### config.mk
export PLATFORM = sky130hd
export DESIGN_NAME = seg7_scan_mux
export DESIGN_NICKNAME = d
export VERILOG_FILES = /design/src/rtl/seg7_scan_mux.sv
export SDC_FILE = /design/constraint.sdc
export NUM_CORES = 1
export LEC_CHECK = 0
export CAP_MARGIN = 10
export CELL_PAD_IN_SITES_DETAIL_PLACEMENT = 1
export CELL_PAD_IN_SITES_GLOBAL_PLACEMENT = 2
export CORE_ASPECT_RATIO = 1.25
export CORE_MARGIN = 10
export CORE_UTILIZATION = 30
export CTS_BUF_LIST = sky130_fd_sc_hd__clkbuf_8
export CTS_CLUSTER_DIAMETER = 150
export DETAILED_ROUTE_END_ITERATION = 8
export GPL_TIMING_DRIVEN = 0
export PLACE_DENSITY = 0.73
export RECOVER_POWER = 25
export SYNTH_ARGS = -nofsm -noshare
export SYNTH_HDL_FRONTEND = slang
export SYNTH_SLANG_ARGS = --single-unit
### constraint.sdc
create_clock -name clk -period 5.4 [get_ports clk]
set_input_delay 1.08 -clock clk [delete_from_list [all_inputs] [get_ports clk]]
set_output_delay 1.08 -clock clk [all_outputs]
set_load 0.005 [all_outputs]
### src/rtl/seg7_scan_mux.sv
// seg7_scan_mux: time-multiplexed driver for six common-anode 7-segment digits.
// Each frame walks digits 0..5; every digit gets a dark BLANK gap followed by a
// lit SHOW window. Digit patterns and blink mask are snapshotted at frame start
// so the picture never tears mid-frame. Selected digits can blink at a rate of
// BLINK_FRAMES frames per phase.
//
// Ports:
//   clk          rising-edge clock
//   reset_n      asynchronous active-low reset
//   enable       scan enable; low blanks the display and restarts the scan
//   hex0..hex5   active-low segment patterns, one per digit
//   blink_mask   bit i set -> digit i blinks
//   seg_n        registered active-low segment bus
//   dig_n        registered one-hot active-low digit select
//   frame_start  registered one-cycle pulse on the first BLANK cycle of a frame
module seg7_scan_mux #(
  parameter int CLK_DIV      = 50000,
  parameter int BLANK_CYC    = 16,
  parameter int BLINK_FRAMES = 64
) (
  input  logic       clk,
  input  logic       reset_n,
  input  logic       enable,
  input  logic [6:0] hex0,
  input  logic [6:0] hex1,
  input  logic [6:0] hex2,
  input  logic [6:0] hex3,
  input  logic [6:0] hex4,
  input  logic [6:0] hex5,
  input  logic [5:0] blink_mask,
  output logic [6:0] seg_n,
  output logic [5:0] dig_n,
  output logic       frame_start
);

  localparam int MAXC = (CLK_DIV > BLANK_CYC) ? CLK_DIV : BLANK_CYC;
  localparam int CW   = $clog2(MAXC + 1);
  localparam int FW   = $clog2(BLINK_FRAMES + 1);

  localparam logic [CW-1:0] BLANK_LAST = CW'(BLANK_CYC - 1);
  localparam logic [CW-1:0] SHOW_LAST  = CW'(CLK_DIV - 1);
  localparam logic [FW-1:0] FR_LAST    = FW'(BLINK_FRAMES - 1);

  typedef enum logic [1:0] {IDLE, BLANK, SHOW} state_t;

  state_t            state;
  logic [2:0]        idx;
  logic [CW-1:0]     cnt;
  logic [FW-1:0]     fcnt;
  logic              blink_phase;
  logic [5:0][6:0]   sh_hex;
  logic [5:0]        sh_mask;
  logic [5:0][6:0]   hex_in;

  assign hex_in = {hex5, hex4, hex3, hex2, hex1, hex0};

  always_ff @(posedge clk or negedge reset_n) begin
    if (!reset_n) begin
      state       <= IDLE;
      idx         <= '0;
      cnt         <= '0;
      fcnt        <= '0;
      blink_phase <= 1'b0;
      sh_hex      <= {6{7'h7F}};
      sh_mask     <= '0;
      seg_n       <= 7'h7F;
      dig_n       <= 6'h3F;
      frame_start <= 1'b0;
    end else if (!enable) begin
      // Disable wins over everything, including a pending frame start;
      // shadows are kept so nothing stale-but-valid is lost.
      state       <= IDLE;
      idx         <= '0;
      cnt         <= '0;
      fcnt        <= '0;
      blink_phase <= 1'b0;
      seg_n       <= 7'h7F;
      dig_n       <= 6'h3F;
      frame_start <= 1'b0;
    end else begin
      frame_start <= 1'b0;
      case (state)
        IDLE: begin
          // First frame after idle: capture, pulse, but do not count it
          // toward the blink frame counter.
          state       <= BLANK;
          idx         <= '0;
          cnt         <= '0;
          sh_hex      <= hex_in;
          sh_mask     <= blink_mask;
          frame_start <= 1'b1;
          seg_n       <= 7'h7F;
          dig_n       <= 6'h3F;
        end
        BLANK: begin
          if (cnt == BLANK_LAST) begin
            state <= SHOW;
            cnt   <= '0;
            dig_n <= ~(6'b1 << idx);
            seg_n <= (sh_mask[idx] && blink_phase) ? 7'h7F : sh_hex[idx];
          end else begin
            cnt <= cnt + 1'b1;
          end
        end
        SHOW: begin
          if (cnt == SHOW_LAST) begin
            state <= BLANK;
            cnt   <= '0;
            seg_n <= 7'h7F;
            dig_n <= 6'h3F;
            if (idx == 3'd5) begin
              // Wrap is a frame start: new snapshot and blink bookkeeping.
              idx         <= '0;
              sh_hex      <= hex_in;
              sh_mask     <= blink_mask;
              frame_start <= 1'b1;
              if (fcnt == FR_LAST) begin
                fcnt        <= '0;
                blink_phase <= ~blink_phase;
              end else begin
                fcnt <= fcnt + 1'b1;
              end
            end else begin
              idx <= idx + 3'd1;
            end
          end else begin
            cnt <= cnt + 1'b1;
          end
        end
        default: state <= IDLE;
      endcase
    end
  end

endmodule

== Word-level counts from Yosys, hierarchy flattened ==
Index checks and enable logic that the tools add are counted.
Storage, ports and cells
  bits in registers: 91
  output and inout bits: 14
  word-level logic and storage cells: 92
Operators by class
  add/subtract/negate cells: 3
  order comparisons: 1
  equal/unequal tests: 16
  shift operators: 1
  muxes and demuxes: 45
  bitwise operators: 2
  reductions and logical operators: 9
Operators with widths (count)
  $mux W42: 2
  $pmux W42 S2: 1
  $mux W7: 10
  $mux W16: 3
  $pmux W16 S3: 1
  $mux W6: 5
  $bmux W7 S3: 1
  $pmux W7 S3: 1
  $pmux W6 S3: 1
  $add A16 B1 Y16 const B: 1
  $eq A16 B16 Y1 const B: 1
  $eq A16 B4 Y1 const B: 1
  $pmux W6 S2: 1
  $mux W1: 9
  $mux W3: 3
  $ne A2 B1 Y1 const B: 4
  $reduce_and A4 Y1: 2
  $add A7 B1 Y7 const B: 1
  $eq A7 B6 Y1 const B: 1
  $mux W2: 3
  $ne A3 B3 Y1 const B: 2
  $not A6 Y6: 1
  $pmux W2 S3: 1
  $pmux W3 S2: 1
  17 further kinds: 20

== Depth between registers and ports, before layout ==
  word-level depth: 7
  depth in mapped cells: 10
  gate-level depth less buffers: 6

== Worst setup path after synthesis ==
No wires, ideal clock.
  kind: input -> register
  start: in enable
  end: reg sh_mask[0]
  setup time: 0.125 ns
  arrival time: 2.592 ns
  slack: 2.683 ns
  stages on the path: 7
  path buffers: 4
  path through: clkbuf_1 > inv_1 > clkbuf_1 > or3_1 > buf_4 > buf_6 > mux2_4
Between the ends
  longest elaborated chain between the ends: 1
Ends and longest elaborated chain
  start, declared: line 23  | input logic enable,
  $reduce_and A4 Y1 (no line)
  end signal, assigned: line 90  | sh_mask <= blink_mask;
  end signal, assigned: line 115  | sh_mask <= blink_mask;
  end, declared: line 52  | logic [5:0] sh_mask;
Every way passes these cells.
A chain may end at the register's enable or synchronous reset.

== Worst setup path after layout ==
  start: reg idx[0]
  end: reg seg_n[2]
Between the ends
  longest elaborated chain between the ends: 7
Ends and longest elaborated chain
  start, declared: line 47  | logic [2:0] idx;
  start signal, assigned: line 124  | idx <= idx + 3'd1;
  $bmux W1 S3: line 100  | seg_n <= (sh_mask[idx] && blink_phase) ? 7'h7F : sh_hex[idx];
  $mux W1 (not written as such): line 100
  $logic_and A1 B1 Y1: line 100
  $mux W7 (*): line 100
  $mux W7 (*): line 96  | if (cnt == BLANK_LAST) begin
  $pmux W7 S3 (*): line 82  | case (state)
  $mux W7 (*): line 69  | end else if (!enable) begin
  end signal, assigned: line 100
  end, declared: line 31  | output logic [6:0] seg_n,
Every way passes the cells marked *; elsewhere a longest branch is shown, timed or not. The select of a mux whose other input is x is not followed.

==> summary.md <==
| Metric | Value |
|---|---|
| NetSw | `603.9 uW` |
| Number of synthesized flops with an enable pin | `0` |
| Seq pwr share | `49.6%` |
| WL met3 | `360 um` |
| # rows | `50` |
| Status | `finished clean` |
| Setup violators final | `0` |
| Wire length per cell | `18.53 um` |
| # Max-Cap Violations | `0` |
| Reg clk slew, reported paths | `0.09 ns` |
| Post-synthesis mux area share | `21.55%` |
| Crit path cell chain | `clkbuf_1 -> clkbuf_1 -> clkbuf_1 -> mux2_2 -> a221o_1 -> mux2_1` |
| RSZ-0062 raised after global routing | `no` |
| Post-synthesis sequential area ratio | `50.32%` |
| Gr usage total | `12.07%` |
| Final hold violation count | `0` |
| Cells after Synth | `378` |
| Synth-to-layout area growth | `23.83%` |
| Top_reg_cell synth | `dfstp_2` |
| Ant diodes | `0` |
| Final Slew Violations | `0` |
| Synth Area in Compound Gates | `8.347%` |
| Worst path top cell family by delay | `buffers and inverters` |
| CP peak stage delay | `0.71 ns` |
| Worst-Skew Late Latency | `0.39 ns` |
| Clk_skew | `0.01670 ns` |
| F_max | `342.5 MHz` |
| Adder-cell share of the synthesized area | `1.610%` |
| Max FO, Critical Path | `10` |
| Finished Layout Cells | `666` |
| Worst min path class | `reg -> reg` |
| Worst Path Buf+Inv | `3` |
| CP arrival | `3.22 ns` |
| Internal Power | `1.540 mW` |
| Fin crit share | `54.06%` |
| R2R depth | `6` |
| Initial antenna violation count | `0` |
| Initial DRC Count | `126` |
| Area of the mapped netlist | `0.004662 mm^2` |
| Gpl congestion | `0.7518` |
| Clock tree from TritonCTS | `built` |
| # H-tree levels | `3` |
| Register bit total from synthesis | `91` |
| Total CTS buffers | `9` |
| First-pass GRT wire length | `20400 um` |
| Cell mode on critical path | `clkbuf_1` |
| Largest family of logic cells by synthesized area | `multiplexers` |
| Internal reg-to-reg setup slack | `2.48 ns` |
| Crit path depth | `6` |
| Starting density of the core | `30.79%` |
| Critical path origin | `idx[0]` |
| CP endpoint kind | `register` |
| Die Span Y | `159.4 um` |
| Gate power share | `27.9%` |
| Final HPWL DP | `9072 um` |
| Slew HR | `14.13%` |
| Vias per cell | `4.919` |
| Yosys warnings | `0` |
| Clock Path Buffers | `2` |
| Final nets | `510` |
| Mean Syn Cell Area | `12.33 um^2` |
| DIE WIDTH | `131.5 um` |
| Proportion of layout cells with a drive suffix above 1 | `32.53%` |
| Measured slew at the worst slew-check pin | `1.288 ns` |
| Hold-fix buffers, CTS | `0` |
| Root Driver | `clkbuf_8` |
| Vias in the first global route | `3768` |
| Worst R2R Start | `idx[0]` |
| Placed Cells | `650` |
| Xor and xnor area share after synthesis | `1.691%` |
| Critical-path top delay cell | `clkbuf_1` |
| Final hold slack | `0.5112 ns` |
| Vias post-DR | `3276` |
| Crit path to | `seg_n[2]` |
| LEAKAGE | `2.268 nW` |
| # Post-CTS Setup Buffers | `0` |
| Peak VDD IR | `0.09806 mV` |
| Power Density | `371.4 mW/mm^2` |
| I/O pin count | `65` |
| First-pass detailed-route iteration total | `4` |
| Post-synth net total | `435` |
| Top Metal Used | `met4` |
| Met1 Wirelength | `5303 um` |
| Tmin final | `2.920 ns` |
| Die area | `0.02096 mm^2` |
| Simple-gate portion of the synthesized area | `13.10%` |
| Clk pwr share | `22.5%` |
| CP required | `5.70 ns` |
| DRT antenna net count | `0` |
| Kind of critical path | `reg -> reg` |
| Fraction of registers with async set/reset | `100.0%` |
| Netlist cell types | `57` |
| Core area | `0.01514 mm^2` |
| End of the worst register-to-register path | `seg_n[2]` |
| Worst Hold Depth | `1` |
| Final wirelength | `12340 um` |
| Switching share of total power | `28.16%` |
| Port Buffers | `63` |
| Post-cts resize count | `0` |
| Largest net degree at the start of global routing | `71` |
| CP Launch Type | `register` |
| Gr ovfl total | `0` |
| DRC Markers | `0` |
| Met2 Wirelength | `6343 um` |
| Clock Sinks | `91` |
==> layer usage <==
metal | GRT usage [%] | vias to the layer above
li1 | - | 1534
met1 | 13.93 | 1663
met2 | 21.17 | 61
met3 | 2.144 | 18
met4 | 5.522 | 0
met5 | 0 | -
==> cell usage in the layout (no fill, tap or decap), drive strengths merged, types with 4 or more instances in the layout <==
cell type	count
dfrtp	36
buf	9
and2	5
clkdlybuf4s50	62
mux2	65
ha	6
o211ai	5
xor2	8
nand4	7
inv	14
or3	4
nor3	6
nand2	35
nor2b	7
nand3	9
a2bb2oi	4
mux2i	4
nor2	16
dfstp	55
and4	4
clkbuf	25
or4	6
mux4	7
a221o	7
o221ai	7
o21ai	10
==> cells by family after synthesis <==
logic type / count (synthesis)
adder cells (fa/ha/maj): 6
XOR/XNOR: 9
AO/OA/AOI/OAI: 51
buffers and inverters: 34
AND/OR/NAND/NOR: 111
multiplexers: 76
flip-flops: 91
==> state kept, by name, summed over array words and instances, names as in the netlist <==
| name | cells |
|---|---|
| sh_hex | 42 |
| cnt | 16 |
| fcnt | 7 |
| seg_n | 7 |
| dig_n | 6 |
| sh_mask | 6 |
| idx | 3 |
| state | 2 |
| blink_phase | 1 |
| frame_start | 1 |
==> power by group through the flow <==
stage / Combinational, mW / Sequential, mW / Clock (mW)
2_1_floorplan: 0.418 / 1.04 / 0
3_3_place_gp: 0.594 / 1.07 / 0
3_5_place_dp: 0.612 / 1.08 / 0
4_1_cts: 0.612 / 1.07 / 0.497
5_1_grt: 0.650 / 1.09 / 0.520
6_report: 0.598 / 1.06 / 0.482
==> synth_stat cells (2+ instances only) <==
cell        n  area [um^2]
a31oi_1     2        12.51
a221o_1     7        70.07
o211ai_1    5        37.54
and3_1      3        18.77
inv_1      10        37.54
dfrtp_1    36        900.9
and2_1      4        25.02
or3_1       4        25.02
nor2b_1     6        37.54
o2111ai_1   2        17.52
or4_4       2        22.52
mux2_2     38        427.9
nor4b_1     2        17.52
o21ai_0     9        45.04
nor2_1     16        60.06
buf_6       3        33.78
nand3_1     9        45.04
nand4_1     7        43.79
mux2_4     20        300.3
nand2_1    35        131.4
a2bb2oi_1   4        35.03
a21oi_1     3        15.01
and4_1      4        35.03
or4_1       4        30.03
ha_1        6        75.07
buf_2       3        15.01
mux2_1      7        78.83
o221ai_1    7        61.31
nand2b_1    2        12.51
xor2_1      8        70.07
clkbuf_1   15        56.30
nor4_1      2        12.51
mux4_2      7        157.7
nor3_1      5        25.02
dfstp_2    55         1445
o21a_1      2        15.01
mux2i_1     4        40.04
==> through the flow <==
step | setup TNS (ns) | util, % | cell area (um^2) | power (mW) | worst slack (ns)
6_report | 0 | 38.13 | 5773 | 2.144 | 2.481
5_1_grt | 0 | 38.13 | 5773 | 2.265 | 2.256
4_1_cts | 0 | 38.16 | 5777 | 2.177 | 2.392
3_5_place_dp | 0 | 36.84 | 5578 | 1.689 | 2.204
3_3_place_gp | -5.984 | 36.68 | 5553 | 1.660 | -0.1687
2_1_floorplan | 0 | - | 4662 | 1.457 | 2.683
==> area by class of cell <==
class	instances	area (um^2)
multi-input combinational	253	2158
sequential	91	2346
timing repair buffer	64	651.9
tap	208	260.3
inverter	11	41.29
clock inverter	7	75.07
buffer	23	116.4
fill	1682	9366
clock buffer	9	123.9
==> worst min-delay path by stage <==
stage	start	endpoint	slack [ns]
floorplan	fcnt[5]	fcnt[6]	0.45
global placement	fcnt[5]	fcnt[6]	0.48
detailed placement	fcnt[5]	fcnt[6]	0.49
CTS	fcnt[5]	fcnt[6]	0.51
global route	fcnt[3]	fcnt[3]	0.53
finish	fcnt[5]	fcnt[6]	0.51
Note: power is estimated with default switching activity, not from simulation.
